$ cat src/rtl/writeback_stage_if.sv
// MEM/WB stage bus: MEM-side capture inputs and Decode-side write-back/bypass outputs.
// The stage itself uses the slave view; the MEM stage (or bench) uses the master view.
interface writeback_stage_if;
   logic        in_valid;
   logic        stall;
   logic        flush;
   logic [31:0] alu_result;
   logic [31:0] mem_read_data;
   logic [9:0]  ic_in;
   logic [2:0]  wb_ctrl_in;
   logic [31:0] wd_out;
   logic [9:0]  ic_out;
   logic [1:0]  wb_control_out;
   logic [4:0]  wb_dest;
   logic        byp_valid;
   logic [4:0]  byp_reg;
   logic [31:0] byp_data;
   logic [15:0] retire_count;

   modport master (
      output in_valid, stall, flush, alu_result, mem_read_data, ic_in, wb_ctrl_in,
      input  wd_out, ic_out, wb_control_out, wb_dest, byp_valid, byp_reg, byp_data,
             retire_count
   );

   modport slave (
      input  in_valid, stall, flush, alu_result, mem_read_data, ic_in, wb_ctrl_in,
      output wd_out, ic_out, wb_control_out, wb_dest, byp_valid, byp_reg, byp_data,
             retire_count
   );
endinterface

$ cat src/rtl/writeback_stage.sv
// MEM/WB register + write-back: outputs valid one cycle after capture, bypass one cycle after the write.
// stall holds the entry (a held instruction writes once), flush inserts a bubble and beats stall.
module writeback_stage (
   input  logic              clk,
   input  logic              reset,
   writeback_stage_if.slave  wb
);
   logic        valid_q;
   logic        done_q;
   logic [31:0] alu_q;
   logic [31:0] mem_q;
   logic [9:0]  ic_q;
   logic [2:0]  ctrl_q;
   logic        byp_valid_q;
   logic [4:0]  byp_reg_q;
   logic [31:0] byp_data_q;
   logic [15:0] retire_q;

   logic [4:0]  dest;
   logic [31:0] wd;
   logic        commit;

   always_comb begin
      dest   = ctrl_q[1] ? ic_q[9:5] : ic_q[4:0];
      wd     = ctrl_q[2] ? mem_q : alu_q;
      // Writes to $0 are dropped here so they never reach the bypass or the counter.
      commit = valid_q & ctrl_q[0] & ~done_q & (dest != 5'd0);
   end

   assign wb.wd_out         = wd;
   assign wb.ic_out         = ic_q;
   assign wb.wb_control_out = {ctrl_q[1], commit};
   assign wb.wb_dest        = dest;
   assign wb.byp_valid      = byp_valid_q;
   assign wb.byp_reg        = byp_reg_q;
   assign wb.byp_data       = byp_data_q;
   assign wb.retire_count   = retire_q;

   always_ff @(posedge clk or negedge reset) begin
      if (!reset) begin
         valid_q     <= 1'b0;
         done_q      <= 1'b0;
         alu_q       <= '0;
         mem_q       <= '0;
         ic_q        <= '0;
         ctrl_q      <= '0;
         byp_valid_q <= 1'b0;
         byp_reg_q   <= '0;
         byp_data_q  <= '0;
         retire_q    <= '0;
      end else begin
         if (wb.flush) begin
            valid_q <= 1'b0;
            ctrl_q  <= '0;
            done_q  <= 1'b0;
         end else if (wb.stall) begin
            // Remember that the held instruction already wrote, so it cannot write again.
            if (commit)
               done_q <= 1'b1;
         end else begin
            valid_q <= wb.in_valid;
            alu_q   <= wb.alu_result;
            mem_q   <= wb.mem_read_data;
            ic_q    <= wb.ic_in;
            ctrl_q  <= wb.wb_ctrl_in;
            done_q  <= 1'b0;
         end

         if (commit) begin
            byp_valid_q <= 1'b1;
            byp_reg_q   <= dest;
            byp_data_q  <= wd;
            retire_q    <= retire_q + 16'd1;
         end else begin
            byp_valid_q <= 1'b0;
         end
      end
   end
endmodule
$ cat src/flat_wrapper.sv
// flat-port wrapper written by rule: the top's interface ports become plain ports
module writeback_stage_flat 
  (clk, reset, wb_in_valid, wb_stall, wb_flush, wb_alu_result, wb_mem_read_data, wb_ic_in, wb_wb_ctrl_in, wb_wd_out, wb_ic_out, wb_wb_control_out, wb_wb_dest, wb_byp_valid, wb_byp_reg, wb_byp_data, wb_retire_count);
  writeback_stage_if wb_i ();
  input  logic clk;
  input  logic reset;
  input wire logic [$bits(wb_i.in_valid)-1:0] wb_in_valid;
  input wire logic [$bits(wb_i.stall)-1:0] wb_stall;
  input wire logic [$bits(wb_i.flush)-1:0] wb_flush;
  input wire logic [$bits(wb_i.alu_result)-1:0] wb_alu_result;
  input wire logic [$bits(wb_i.mem_read_data)-1:0] wb_mem_read_data;
  input wire logic [$bits(wb_i.ic_in)-1:0] wb_ic_in;
  input wire logic [$bits(wb_i.wb_ctrl_in)-1:0] wb_wb_ctrl_in;
  output wire logic [$bits(wb_i.wd_out)-1:0] wb_wd_out;
  output wire logic [$bits(wb_i.ic_out)-1:0] wb_ic_out;
  output wire logic [$bits(wb_i.wb_control_out)-1:0] wb_wb_control_out;
  output wire logic [$bits(wb_i.wb_dest)-1:0] wb_wb_dest;
  output wire logic [$bits(wb_i.byp_valid)-1:0] wb_byp_valid;
  output wire logic [$bits(wb_i.byp_reg)-1:0] wb_byp_reg;
  output wire logic [$bits(wb_i.byp_data)-1:0] wb_byp_data;
  output wire logic [$bits(wb_i.retire_count)-1:0] wb_retire_count;
  assign wb_i.in_valid = wb_in_valid;
  assign wb_i.stall = wb_stall;
  assign wb_i.flush = wb_flush;
  assign wb_i.alu_result = wb_alu_result;
  assign wb_i.mem_read_data = wb_mem_read_data;
  assign wb_i.ic_in = wb_ic_in;
  assign wb_i.wb_ctrl_in = wb_wb_ctrl_in;
  assign wb_wd_out = wb_i.wd_out;
  assign wb_ic_out = wb_i.ic_out;
  assign wb_wb_control_out = wb_i.wb_control_out;
  assign wb_wb_dest = wb_i.wb_dest;
  assign wb_byp_valid = wb_i.byp_valid;
  assign wb_byp_reg = wb_i.byp_reg;
  assign wb_byp_data = wb_i.byp_data;
  assign wb_retire_count = wb_i.retire_count;
  writeback_stage u_core (.clk(clk), .reset(reset), .wb(wb_i));
endmodule
$ cat config.mk
export PLATFORM = sky130hd
export DESIGN_NAME = writeback_stage_flat
export DESIGN_NICKNAME = d
export VERILOG_FILES = /design/src/rtl/writeback_stage_if.sv /design/src/rtl/writeback_stage.sv /design/src/flat_wrapper.sv
export SDC_FILE = /design/constraint.sdc
export NUM_CORES = 1
export LEC_CHECK = 0
export ABC_AREA = 0
export CORE_ASPECT_RATIO = 0.75
export CORE_UTILIZATION = 45
export DETAILED_ROUTE_END_ITERATION = 8
export PLACE_DENSITY = 0.78
export SLEW_MARGIN = 20
export SYNTH_ARGS = -nofsm -noshare
export SYNTH_HDL_FRONTEND = slang
export SYNTH_SLANG_ARGS = --single-unit
export TNS_END_PERCENT = 5
$ cat constraint.sdc
create_clock -name clk -period 4.45 [get_ports clk]
set_input_delay 0.89 -clock clk [delete_from_list [all_inputs] [get_ports clk]]
set_output_delay 0.89 -clock clk [all_outputs]
set_load 0.05 [all_outputs]
==> load_flow_metrics.sql, run 1 <==
INSERT INTO impl_metrics (metric_group, metric, value, unit) VALUES
('placed_design', 'place.port_buffers', '184', ''),
('pwr', 'seq_power_share', '33.4', '%'),
('routing', 'routed.top_layer', 'met4', ''),
('critical_path', 'crit_fanout', '16', ''),
('timing', 'finalSetupViolations', '0', ''),
('finish', 'share_of_layout_cells_above_drive_strength_1', '33.7', '%'),
('finish', 'syn2layout_area_growth', '45.1', '%'),
('critical_path', 'timing.critical_path.from_type', 'flop', ''),
('finish', 'final_net_count', '646', ''),
('floorplan', 'io_pins', '185', ''),
('pwr', 'peakVddDrop', '0.410', 'mV'),
('synthesis', 'ys_ff_latch', '133', ''),
('routing', 'avgRoutedWirePerCell', '18.3', 'um'),
('pwr', 'switching_share', '35.2', '%'),
('cts', 'clock-sinks', '133', ''),
('cts', 'clk_transition_reported_paths', '60', 'ps'),
('cts', 'clock_tree.root_cell', 'sky130_fd_sc_hd__clkbuf_16', ''),
('cts', 'clk_latency', '410', 'ps'),
('timing', 'fin_crit', '3680', 'ps'),
('floorplan', 'num_rows', '35', ''),
('synthesis', 'avgSynthCellArea', '15.5', 'um^2'),
('pwr', 'clkPwrFrac', '30.8', '%'),
('timing', 'max_freq', '0.272', 'GHz'),
('cts', 'cts_setup_buffers', '0', ''),
('routing', 'detail-route-antenna-nets', '0', ''),
('finish', 'most-common-layout-cells', '183 x sky130_fd_sc_hd__clkdlybuf4s50_1, 133 x sky130_fd_sc_hd__dfrtp_1, 117 x sky130_fd_sc_hd__mux2_2', ''),
('finish', 'area.sequential', '3330', 'um^2'),
('timing', 'final.hold.worst_slack', '457', 'ps'),
('floorplan', 'fp.dieArea', '13300', 'um^2'),
('synthesis', 'synth.net_count', '456', ''),
('cts', 'clock_path_buffers', '2', ''),
('routing', 'wl', '13500', 'um'),
('run', 'maxCapViolations', '0', ''),
('pwr', 'p_int', '3.15', 'mW'),
('pwr', 'cellPowerDensity', '581', 'nW/um^2'),
('routing', 'dr.first_iter.drc_count', '142', ''),
('finish', 'mostFrequentLayoutCell', 'sky130_fd_sc_hd__clkdlybuf4s50_1', ''),
('synthesis', 'mappedNetlistArea', '5770', 'um^2'),
('global_route', 'antenna_found_initial', '0', ''),
('routing', 'route.layer.met1.wl', '5930', 'um'),
('cts', 'cts_tree', 'built', ''),
('timing', 'timing.final.max_slew_violations', '0', ''),
('routing', 'detailroute.wirelength.met2', '6370', 'um'),
('floorplan', 'die-width', '133', 'um'),
('routing', 'total_vias_in_the_final_route', '3745', ''),
('outcome', 'outcome', 'finished, final reports clean', ''),
('routing', 'drc_violation_count_after_routing', '0', ''),
('finish', 'footprint_of_the_multi_input_gates', '2280', 'um^2'),
('timing', 'timing_hold_violations_final', '0', ''),
('pwr', 'netSwitchingPower', '1.71', 'mW'),
('synthesis', 'yosys.cell_types.count', '29', ''),
('routing', 'viasPerCell', '5.05', ''),
('critical_path', 'worstPathArrival', '2790', 'ps'),
('finish', 'nFillCells', '864', ''),
('cts', 'post_cts.resized_instances', '0', ''),
('placed_design', 'detailed_placement_hpwl', '9440', 'um'),
('critical_path', 'critical_path_required', '3560', 'ps'),
('floorplan', 'fp.coreArea', '12400', 'um^2'),
('critical_path', 'critical_path.endpoint_type', 'output pin', ''),
('synthesis', 'synth_largest_area_cell', 'sky130_fd_sc_hd__dfrtp_1', ''),
('global_route', 'grt_pass1_wl', '21500', 'um'),
('cts', 'cts_inserted_buffers', '17', ''),
('cts', 'cts.hold.buffers_added', '0', ''),
('timing', 'final_min_period_over_clock_period', '82.8', '%'),
('critical_path', 'setup.worst_path.class', 'reg2out', ''),
('worst_hold_path', 'hold_path_class', 'in2async', ''),
('timing', 'rsz0062_at_grt', 'no', ''),
('global_route', 'first_global_vias', '4098', ''),
('synthesis', 'syn_inst', '373', ''),
('floorplan', 'initial_utilization', '46.6', '%'),
('finish', 'num_antenna_cells', '0', '');
layer usage:
metal	track usage (%)	vias up
met1	26.6	1878
met4	5.92	0
li1	-	1714
met3	8.59	9
met2	34.9	144
met5	0	-
worst paths after layout:
| kind | start | end | slack (ps) | cells past startpoint |
|---|---|---|---|---|
| max in group asynchronous | reset | u_core.wb.byp_data[9]$_DFFE_PN0P_ | 2960 | 3 |
| min | reset | u_core.wb.ic_out[4]$_DFFE_PN0P_ | 460 | 1 |
| min in group clk | u_core.wb.retire_count[15]$_DFFE_PN0P_ | u_core.wb.retire_count[15]$_DFFE_PN0P_ | 480 | 1 |
| max | u_core.ctrl_q[1]$_DFFE_PN0P_ | wb_wb_control_out[0] | 770 | 5 |
| min reg2reg | u_core.wb.retire_count[15]$_DFFE_PN0P_ | u_core.wb.retire_count[15]$_DFFE_PN0P_ | 480 | 1 |
| max reg2reg | u_core.ctrl_q[1]$_DFFE_PN0P_ | u_core.wb.byp_data[21]$_DFFE_PN0P_ | 1780 | 6 |
cell type report:
type	count	area share, %
clock buffers	17	5.08
clock inverters	14	2.51
inverters	3	0.194
multi-input cells	217	27.3
flip-flops and latches	133	39.7
well taps	166	2.48
repair buffers	191	22.7
critical path: stages (launching register included):
cell	delay (ps)
sky130_fd_sc_hd__dfrtp_1	550
sky130_fd_sc_hd__nor2_2	110
sky130_fd_sc_hd__a211oi_4	640
sky130_fd_sc_hd__nand2_4	160
sky130_fd_sc_hd__inv_6	80
sky130_fd_sc_hd__clkdlybuf4s50_1	850
cell usage after synthesis:
master / number
sky130_fd_sc_hd__mux2i_1: 5
sky130_fd_sc_hd__nor2_2: 1
sky130_fd_sc_hd__ha_1: 1
sky130_fd_sc_hd__a211oi_4: 1
sky130_fd_sc_hd__buf_2: 11
sky130_fd_sc_hd__nor2_1: 7
sky130_fd_sc_hd__dfrtp_1: 133
sky130_fd_sc_hd__nand2_4: 1
sky130_fd_sc_hd__clkbuf_1: 3
sky130_fd_sc_hd__xnor2_1: 15
sky130_fd_sc_hd__nor3b_1: 1
sky130_fd_sc_hd__nand4_1: 7
sky130_fd_sc_hd__buf_4: 2
sky130_fd_sc_hd__nand2_1: 2
sky130_fd_sc_hd__buf_6: 1
sky130_fd_sc_hd__a21oi_1: 3
sky130_fd_sc_hd__inv_6: 1
sky130_fd_sc_hd__nor3_1: 2
sky130_fd_sc_hd__nand2_2: 2
sky130_fd_sc_hd__and2_1: 2
sky130_fd_sc_hd__nor4_4: 2
sky130_fd_sc_hd__nor2b_1: 2
sky130_fd_sc_hd__nand3_1: 12
sky130_fd_sc_hd__buf_12: 3
sky130_fd_sc_hd__and3_1: 2
sky130_fd_sc_hd__a32o_1: 3
sky130_fd_sc_hd__mux2_2: 117
sky130_fd_sc_hd__mux2_4: 29
sky130_fd_sc_hd__inv_1: 2
power by group through the flow:
| stage | sequential (mW) | clock, mW | combinational [mW] |
|---|---|---|---|
| CTS | 1.62 | 1.53 | 1.75 |
| global route | 1.65 | 1.59 | 1.81 |
| floorplan | 2.14 | 0 | 0.622 |
| global placement | 1.62 | 0 | 1.73 |
| finish | 1.62 | 1.50 | 1.74 |
| detailed placement | 1.64 | 0 | 1.75 |
stage by stage:
| stage | utilization (%) | setup WS (ps) | instance area (um^2) |
|---|---|---|---|
| after floorplan | - | 1840 | 5770 |
| after global placement | 62.3 | 1240 | 7720 |
| after detailed placement | 62.3 | 1210 | 7720 |
| after CTS | 67.4 | 762 | 8360 |
| after global routing | 67.6 | 598 | 8380 |
| final | 67.6 | 767 | 8380 |
cell families after synthesis:
group	Yosys count	synth area share, %
and+or+nand+nor	43	4.59
AOI/OAI and AO/OA	7	1.13
xor gates and xnor gates	15	2.28
adders and majority gates	1	0.217
DFF	133	57.6
buffers and inverters	23	2.93
muxes	151	31.2
Power figures use the tool's default switching activity.
==> inputs of run 2 (changes only) <==
clock period = 3.8 ns   (was 4.45 ns; I/O delays follow)
==> load_flow_metrics.sql, run 2 (synthesized netlist as in run 1, its figures left out) <==
INSERT INTO impl_metrics (metric_group, metric, value, unit) VALUES
('critical_path', 'crit_fanout', '16', ''),
('pwr', 'peakVddDrop', '0.428', 'mV'),
('routing', 'drc_violation_count_after_routing', '0', ''),
('finish', 'share_of_layout_cells_above_drive_strength_1', '33.0', '%'),
('placed_design', 'place.port_buffers', '184', ''),
('routing', 'length_of_the_first_detailed_routing_pass_in_iterations', '4', ''),
('timing', 'timing.final.max_slew_violations', '0', ''),
('finish', 'num_antenna_cells', '0', ''),
('finish', 'final_net_count', '645', ''),
('timing', 'timing_hold_violations_final', '0', ''),
('timing', 'timing_worst_slew_pin_value', '820', 'ps'),
('cts', 'post_cts.resized_instances', '0', ''),
('timing', 'final.hold.worst_slack', '432', 'ps'),
('pwr', 'cellPowerDensity', '676', 'nW/um^2'),
('floorplan', 'die_height', '100', 'um'),
('finish', 'most-common-layout-cells', '183 x sky130_fd_sc_hd__clkdlybuf4s50_1, 133 x sky130_fd_sc_hd__dfrtp_1, 117 x sky130_fd_sc_hd__mux2_2', ''),
('routing', 'routed.top_layer', 'met4', ''),
('global_route', 'globalRouteOverflowTotal', '0', ''),
('cts', 'cts_inserted_buffers', '17', ''),
('floorplan', 'fp.dieArea', '13300', 'um^2'),
('cts', 'clock_tree.root_cell', 'sky130_fd_sc_hd__clkbuf_16', ''),
('timing', 'final_min_period_over_clock_period', '88.3', '%'),
('pwr', 'lkg_pwr', '3.45', 'nW'),
('critical_path', 'critical_path_sink', 'wb_wb_control_out[0]', ''),
('critical_path', 'worstPathArrival', '2590', 'ps'),
('critical_path', 'regToRegSetupSlack', '1390', 'ps'),
('routing', 'detailroute.wirelength.met2', '6120', 'um'),
('outcome', 'outcome', 'finished, final reports clean', ''),
('floorplan', 'num_rows', '35', ''),
('critical_path', 'worstRegToRegCells', '7', ''),
('routing', 'met3_wire_len', '1140', 'um'),
('floorplan', 'io_pins', '185', ''),
('cts', 'clock-sinks', '133', ''),
('placed_design', 'detailed_placement_hpwl', '9260', 'um'),
('cts', 'cts_tree', 'built', ''),
('placed_design', 'placed_cells_incl_taps', '709', ''),
('global_route', 'grt_start_max_net_pins', '72', ''),
('placed_design', 'finalWeightedCongestion', '0.815', ''),
('routing', 'viasPerCell', '5.10', ''),
('critical_path', 'critical_path.startpoint', 'u_core.ctrl_q[1]$_DFFE_PN0P_', ''),
('worst_hold_path', 'hold_path_class', 'in2async', ''),
('critical_path', 'regToRegEndpoint', 'u_core.wb.byp_data[22]$_DFFE_PN0P_', ''),
('critical_path', 'worst_r2r_startpoint', 'u_core.ctrl_q[1]$_DFFE_PN0P_', ''),
('timing', 'rsz0062_at_grt', 'no', ''),
('cts', 'cts-htree-levels', '4', ''),
('critical_path', 'timing.critical_path.from_type', 'flop', ''),
('cts', 'clk_transition_reported_paths', '50', 'ps'),
('critical_path', 'setup.worst_path.class', 'reg2out', ''),
('timing', 'fin_crit', '3350', 'ps'),
('routing', 'detail-route-antenna-nets', '0', ''),
('finish', 'mostFrequentLayoutCell', 'sky130_fd_sc_hd__clkdlybuf4s50_1', ''),
('timing', 'final.setup.tns', '0', 'ps'),
('cts', 'cts.hold.buffers_added', '0', ''),
('routing', 'avgRoutedWirePerCell', '18.0', 'um'),
('global_route', 'antenna_found_initial', '0', ''),
('cts', 'cts_setup_buffers', '0', ''),
('global_route', 'grt_pass1_wl', '21500', 'um'),
('routing', 'dr.first_iter.drc_count', '156', ''),
('cts', 'clk_latency', '410', 'ps'),
('critical_path', 'critical_path.endpoint_type', 'output pin', ''),
('critical_path', 'critical_path_required', '3040', 'ps'),
('routing', 'total_vias_in_the_final_route', '3780', ''),
('routing', 'route.layer.met1.wl', '5970', 'um'),
('cts', 'clock_path_buffers', '2', ''),
('floorplan', 'die-width', '133', 'um'),
('floorplan', 'fp.coreArea', '12400', 'um^2'),
('finish', 'syn2layout_area_growth', '44.9', '%'),
('timing', 'finalSetupViolations', '0', ''),
('finish', 'footprint_of_the_multi_input_gates', '2280', 'um^2'),
('floorplan', 'initial_utilization', '46.6', '%'),
('timing', 'max_freq', '0.298', 'GHz'),
('global_route', 'gr-usage-all-layers', '21.5', '%'),
('routing', 'wl', '13400', 'um'),
('run', 'maxCapViolations', '0', ''),
('finish', 'area.sequential', '3330', 'um^2'),
('global_route', 'first_global_vias', '3923', ''),
('finish', 'layout.cells.non_filler', '741', ''),
('finish', 'nFillCells', '842', ''),
('timing', 'maxSlewHeadroom', '45.4', '%'),
('timing', 'finalClockSkew', '12.7', 'ps');
==> run 2: final cells by class <==
type / count / share of cell area (%)
clock buffers: 23 / 5.59
multi-input cells: 217 / 27.3
inverters: 3 / 0.194
flip-flops and latches: 133 / 39.8
clock inverters: 9 / 1.80
well taps: 166 / 2.48
repair buffers: 190 / 22.8
==> run 2: how the worst min path moves through the flow <==
stage               cells after the start                                   start                                     end  slack (ps)
CTS                                     1                                   reset   u_core.wb.retire_count[4]$_DFFE_PN0P_         470
detailed placement                      1  u_core.wb.retire_count[15]$_DFFE_PN0P_  u_core.wb.retire_count[15]$_DFFE_PN0P_         460
floorplan                               0                                   reset             u_core.alu_q[0]$_DFFE_PN0P_         460
finish                                  1                                   reset   u_core.wb.retire_count[6]$_DFFE_PN0P_         430
global route                            1                                   reset  u_core.wb.retire_count[10]$_DFFE_PN0P_         490
global placement                        1  u_core.wb.retire_count[15]$_DFFE_PN0P_  u_core.wb.retire_count[15]$_DFFE_PN0P_         460
==> run 2: layer usage <==
metal,vias up,global-route usage (%)
met1,1905,28.1
met3,15,8.59
li1,1716,-
met2,144,32.7
met5,-,0
met4,0,7.34
==> run 2: through the flow <==
step                      setup slack, ps  area (um^2)  util, %  power (mW)
after detailed placement              904         7750     62.5        3.96
after global routing                  325         8360     67.5        5.86
after global placement                938         7750     62.5        3.93
after floorplan                      1320         5770        -        3.23
after CTS                             443         8360     67.5        5.70
final                                 446         8360     67.5        5.65
==> run 2: worst max-delay path: stages (launching register included) <==
cell	delay (ps)
sky130_fd_sc_hd__dfrtp_1	580
sky130_fd_sc_hd__nor2_2	110
sky130_fd_sc_hd__a211oi_4	230
sky130_fd_sc_hd__buf_4	240
sky130_fd_sc_hd__nand2_4	110
sky130_fd_sc_hd__inv_6	60
sky130_fd_sc_hd__clkdlybuf4s50_1	840
==> run 2: where the power goes <==
group          switching, mW  internal [mW]
combinational           1.20          0.836
sequential             0.198           1.70
clock                  0.589           1.13
total                   1.99           3.67
==> inputs of run 3 (changes only) <==
clock period = 4 ns   (was 3.8 ns; I/O delays follow)
==> load_flow_metrics.sql, run 3 (synthesized netlist as in run 1, its figures left out) <==
INSERT INTO impl_metrics (metric_group, metric, value, unit) VALUES
('routing', 'length_of_the_first_detailed_routing_pass_in_iterations', '6', ''),
('pwr', 'clkPwrFrac', '29.1', '%'),
('floorplan', 'io_pins', '185', ''),
('placed_design', 'place.port_buffers', '184', ''),
('floorplan', 'die_height', '100', 'um'),
('floorplan', 'fp.coreArea', '12400', 'um^2'),
('pwr', 'cellPowerDensity', '634', 'nW/um^2'),
('floorplan', 'fp.dieArea', '13300', 'um^2'),
('timing', 'timing.final.max_slew_violations', '0', ''),
('routing', 'detail-route-antenna-nets', '0', ''),
('timing', 'timing_worst_slew_pin_value', '832', 'ps'),
('critical_path', 'critical_path_sink', 'wb_wb_control_out[0]', ''),
('routing', 'avgRoutedWirePerCell', '18.6', 'um'),
('floorplan', 'num_rows', '35', ''),
('routing', 'wl', '13800', 'um'),
('finish', 'most-common-layout-cells', '183 x sky130_fd_sc_hd__clkdlybuf4s50_1, 133 x sky130_fd_sc_hd__dfrtp_1, 117 x sky130_fd_sc_hd__mux2_2', ''),
('timing', 'final.hold.worst_slack', '473', 'ps'),
('finish', 'mostFrequentLayoutCell', 'sky130_fd_sc_hd__clkdlybuf4s50_1', ''),
('cts', 'cts.hold.buffers_added', '0', ''),
('routing', 'drc_violation_count_after_routing', '0', ''),
('cts', 'clk_latency', '410', 'ps'),
('cts', 'post_cts.resized_instances', '0', ''),
('placed_design', 'finalWeightedCongestion', '0.831', ''),
('cts', 'clock_tree.root_cell', 'sky130_fd_sc_hd__clkbuf_16', ''),
('finish', 'share_of_layout_cells_above_drive_strength_1', '33.4', '%'),
('timing', 'finalClockSkew', '9.86', 'ps'),
('critical_path', 'critical_path.endpoint_type', 'output pin', ''),
('finish', 'post-route-cell-area', '8340', 'um^2'),
('timing', 'finalSetupViolations', '0', ''),
('routing', 'total_vias_in_the_final_route', '3796', ''),
('global_route', 'grt_pass1_wl', '22200', 'um'),
('routing', 'dr.first_iter.drc_count', '121', ''),
('timing', 'final.setup.tns', '0', 'ps'),
('timing', 'finalWorstSetupSlack', '404', 'ps'),
('critical_path', 'setup.worst_path.class', 'reg2out', ''),
('pwr', 'peakVddDrop', '0.549', 'mV'),
('timing', 'timing_hold_violations_final', '0', ''),
('floorplan', 'die-width', '133', 'um'),
('global_route', 'globalRouteOverflowTotal', '0', ''),
('global_route', 'gr-usage-all-layers', '22.1', '%'),
('routing', 'viasPerCell', '5.13', ''),
('placed_design', 'detailed_placement_hpwl', '9430', 'um'),
('pwr', 'total_power', '5.29', 'mW'),
('pwr', 'netSwitchingPower', '1.95', 'mW'),
('cts', 'cts_setup_buffers', '0', ''),
('worst_hold_path', 'hold_path_class', 'in2async', ''),
('critical_path', 'crit_fanout', '16', ''),
('finish', 'final_net_count', '644', ''),
('cts', 'cts-htree-levels', '4', ''),
('critical_path', 'timing.critical_path.from_type', 'flop', ''),
('timing', 'maxSlewHeadroom', '44.5', '%'),
('finish', 'syn2layout_area_growth', '44.5', '%'),
('cts', 'cts_inserted_buffers', '17', ''),
('global_route', 'first_global_vias', '4060', ''),
('critical_path', 'critical_path_required', '3200', 'ps'),
('outcome', 'outcome', 'finished, final reports clean', ''),
('global_route', 'antenna_found_initial', '0', ''),
('timing', 'fin_crit', '3600', 'ps'),
('critical_path', 'worst_r2r_startpoint', 'u_core.ctrl_q[1]$_DFFE_PN0P_', ''),
('pwr', 'switching_share', '36.9', '%'),
('critical_path', 'regToRegSetupSlack', '1350', 'ps'),
('cts', 'clock-sinks', '133', ''),
('cts', 'cts_tree', 'built', ''),
('timing', 'final_min_period_over_clock_period', '89.9', '%'),
('critical_path', 'worstRegToRegCells', '6', ''),
('timing', 'max_freq', '0.278', 'GHz'),
('placed_design', 'pre_cts_slack', '833', 'ps'),
('pwr', 'share_comb_of_total_power', '36.8', '%'),
('pwr', 'seq_power_share', '34.1', '%'),
('pwr', 'p_int', '3.33', 'mW'),
('placed_design', 'dpl-instance-area', '7760', 'um^2'),
('cts', 'clk_transition_reported_paths', '60', 'ps'),
('critical_path', 'worstPathArrival', '2800', 'ps'),
('timing', 'rsz0062_at_grt', 'no', ''),
('critical_path', 'regToRegEndpoint', 'u_core.wb.byp_data[18]$_DFFE_PN0P_', ''),
('critical_path', 'critical_path.startpoint', 'u_core.ctrl_q[1]$_DFFE_PN0P_', ''),
('pwr', 'lkg_pwr', '3.43', 'nW'),
('run', 'maxCapViolations', '0', ''),
('global_route', 'grt_start_max_net_pins', '71', ''),
('floorplan', 'initial_utilization', '46.6', '%'),
('finish', 'num_antenna_cells', '0', ''),
('cts', 'clock_path_buffers', '2', '');
-- run 3: cell types whose count changed in the layout (fill, tap and decap cells not counted), sizes merged --
| cell | previous run | this run |
|---|---|---|
| bufinv | 4 | 2 |
| inv | 3 | 7 |
| buf | 7 | 6 |
| clkbuf | 23 | 18 |
| clkinvlp | 2 | 5 |
-- run 3: worst max-delay path, stage by stage (launching register included) --
cell and delay [ps]:
sky130_fd_sc_hd__dfrtp_1 560, sky130_fd_sc_hd__nor2_2 110, sky130_fd_sc_hd__a211oi_4 640, sky130_fd_sc_hd__nand2_4 160
sky130_fd_sc_hd__inv_6 80, sky130_fd_sc_hd__clkdlybuf4s50_1 840
-- run 3: worst min-delay path by stage --
stage / to / from / slack (ps)
finish: u_core.wb.retire_count[8]$_DFFE_PN0P_ / reset / 470
global route: u_core.wb.retire_count[15]$_DFFE_PN0P_ / u_core.wb.retire_count[15]$_DFFE_PN0P_ / 480
CTS: u_core.wb.retire_count[15]$_DFFE_PN0P_ / u_core.wb.retire_count[15]$_DFFE_PN0P_ / 480
detailed placement: u_core.wb.retire_count[15]$_DFFE_PN0P_ / u_core.wb.retire_count[15]$_DFFE_PN0P_ / 460
global placement: u_core.wb.retire_count[15]$_DFFE_PN0P_ / u_core.wb.retire_count[15]$_DFFE_PN0P_ / 460
floorplan: u_core.mem_q[31]$_DFFE_PN0P_ / u_core.mem_q[31]$_DFFE_PN0P_ / 470
-- run 3: power by group through the flow --
stage	sequential [mW]	clock, mW	combinational, mW
floorplan	2.38	0	0.692
global placement	1.80	0	1.93
detailed placement	1.82	0	1.95
CTS	1.80	1.56	1.96
global route	1.84	1.62	2.02
finish	1.80	1.54	1.95
-- run 3: area by class of cell --
| type | instances | area (um^2) |
|---|---|---|
| fill | 886 | 4050 |
| sequential | 133 | 3330 |
| multi-input combinational | 217 | 2280 |
| timing repair buffer | 189 | 1930 |
| clock buffer | 18 | 429 |
| tap | 166 | 208 |
| clock inverter | 14 | 151 |
| inverter | 3 | 16.3 |
-- run 3: through the flow --
step	util, %	std cells
3_3_place_gp	62.6	708
5_1_grt	67.3	740
3_5_place_dp	62.6	708
4_1_cts	67.3	740
2_1_floorplan	-	373
6_report	67.3	740
-- run 3: layer usage --
| layer | global-route usage [%] | wire, um |
|---|---|---|
| met2 | 34.0 | 6350 |
| met4 | 8.22 | 163 |
| met1 | 28.6 | 6160 |
| met3 | 8.13 | 1090 |
| met5 | 0 | 0 |
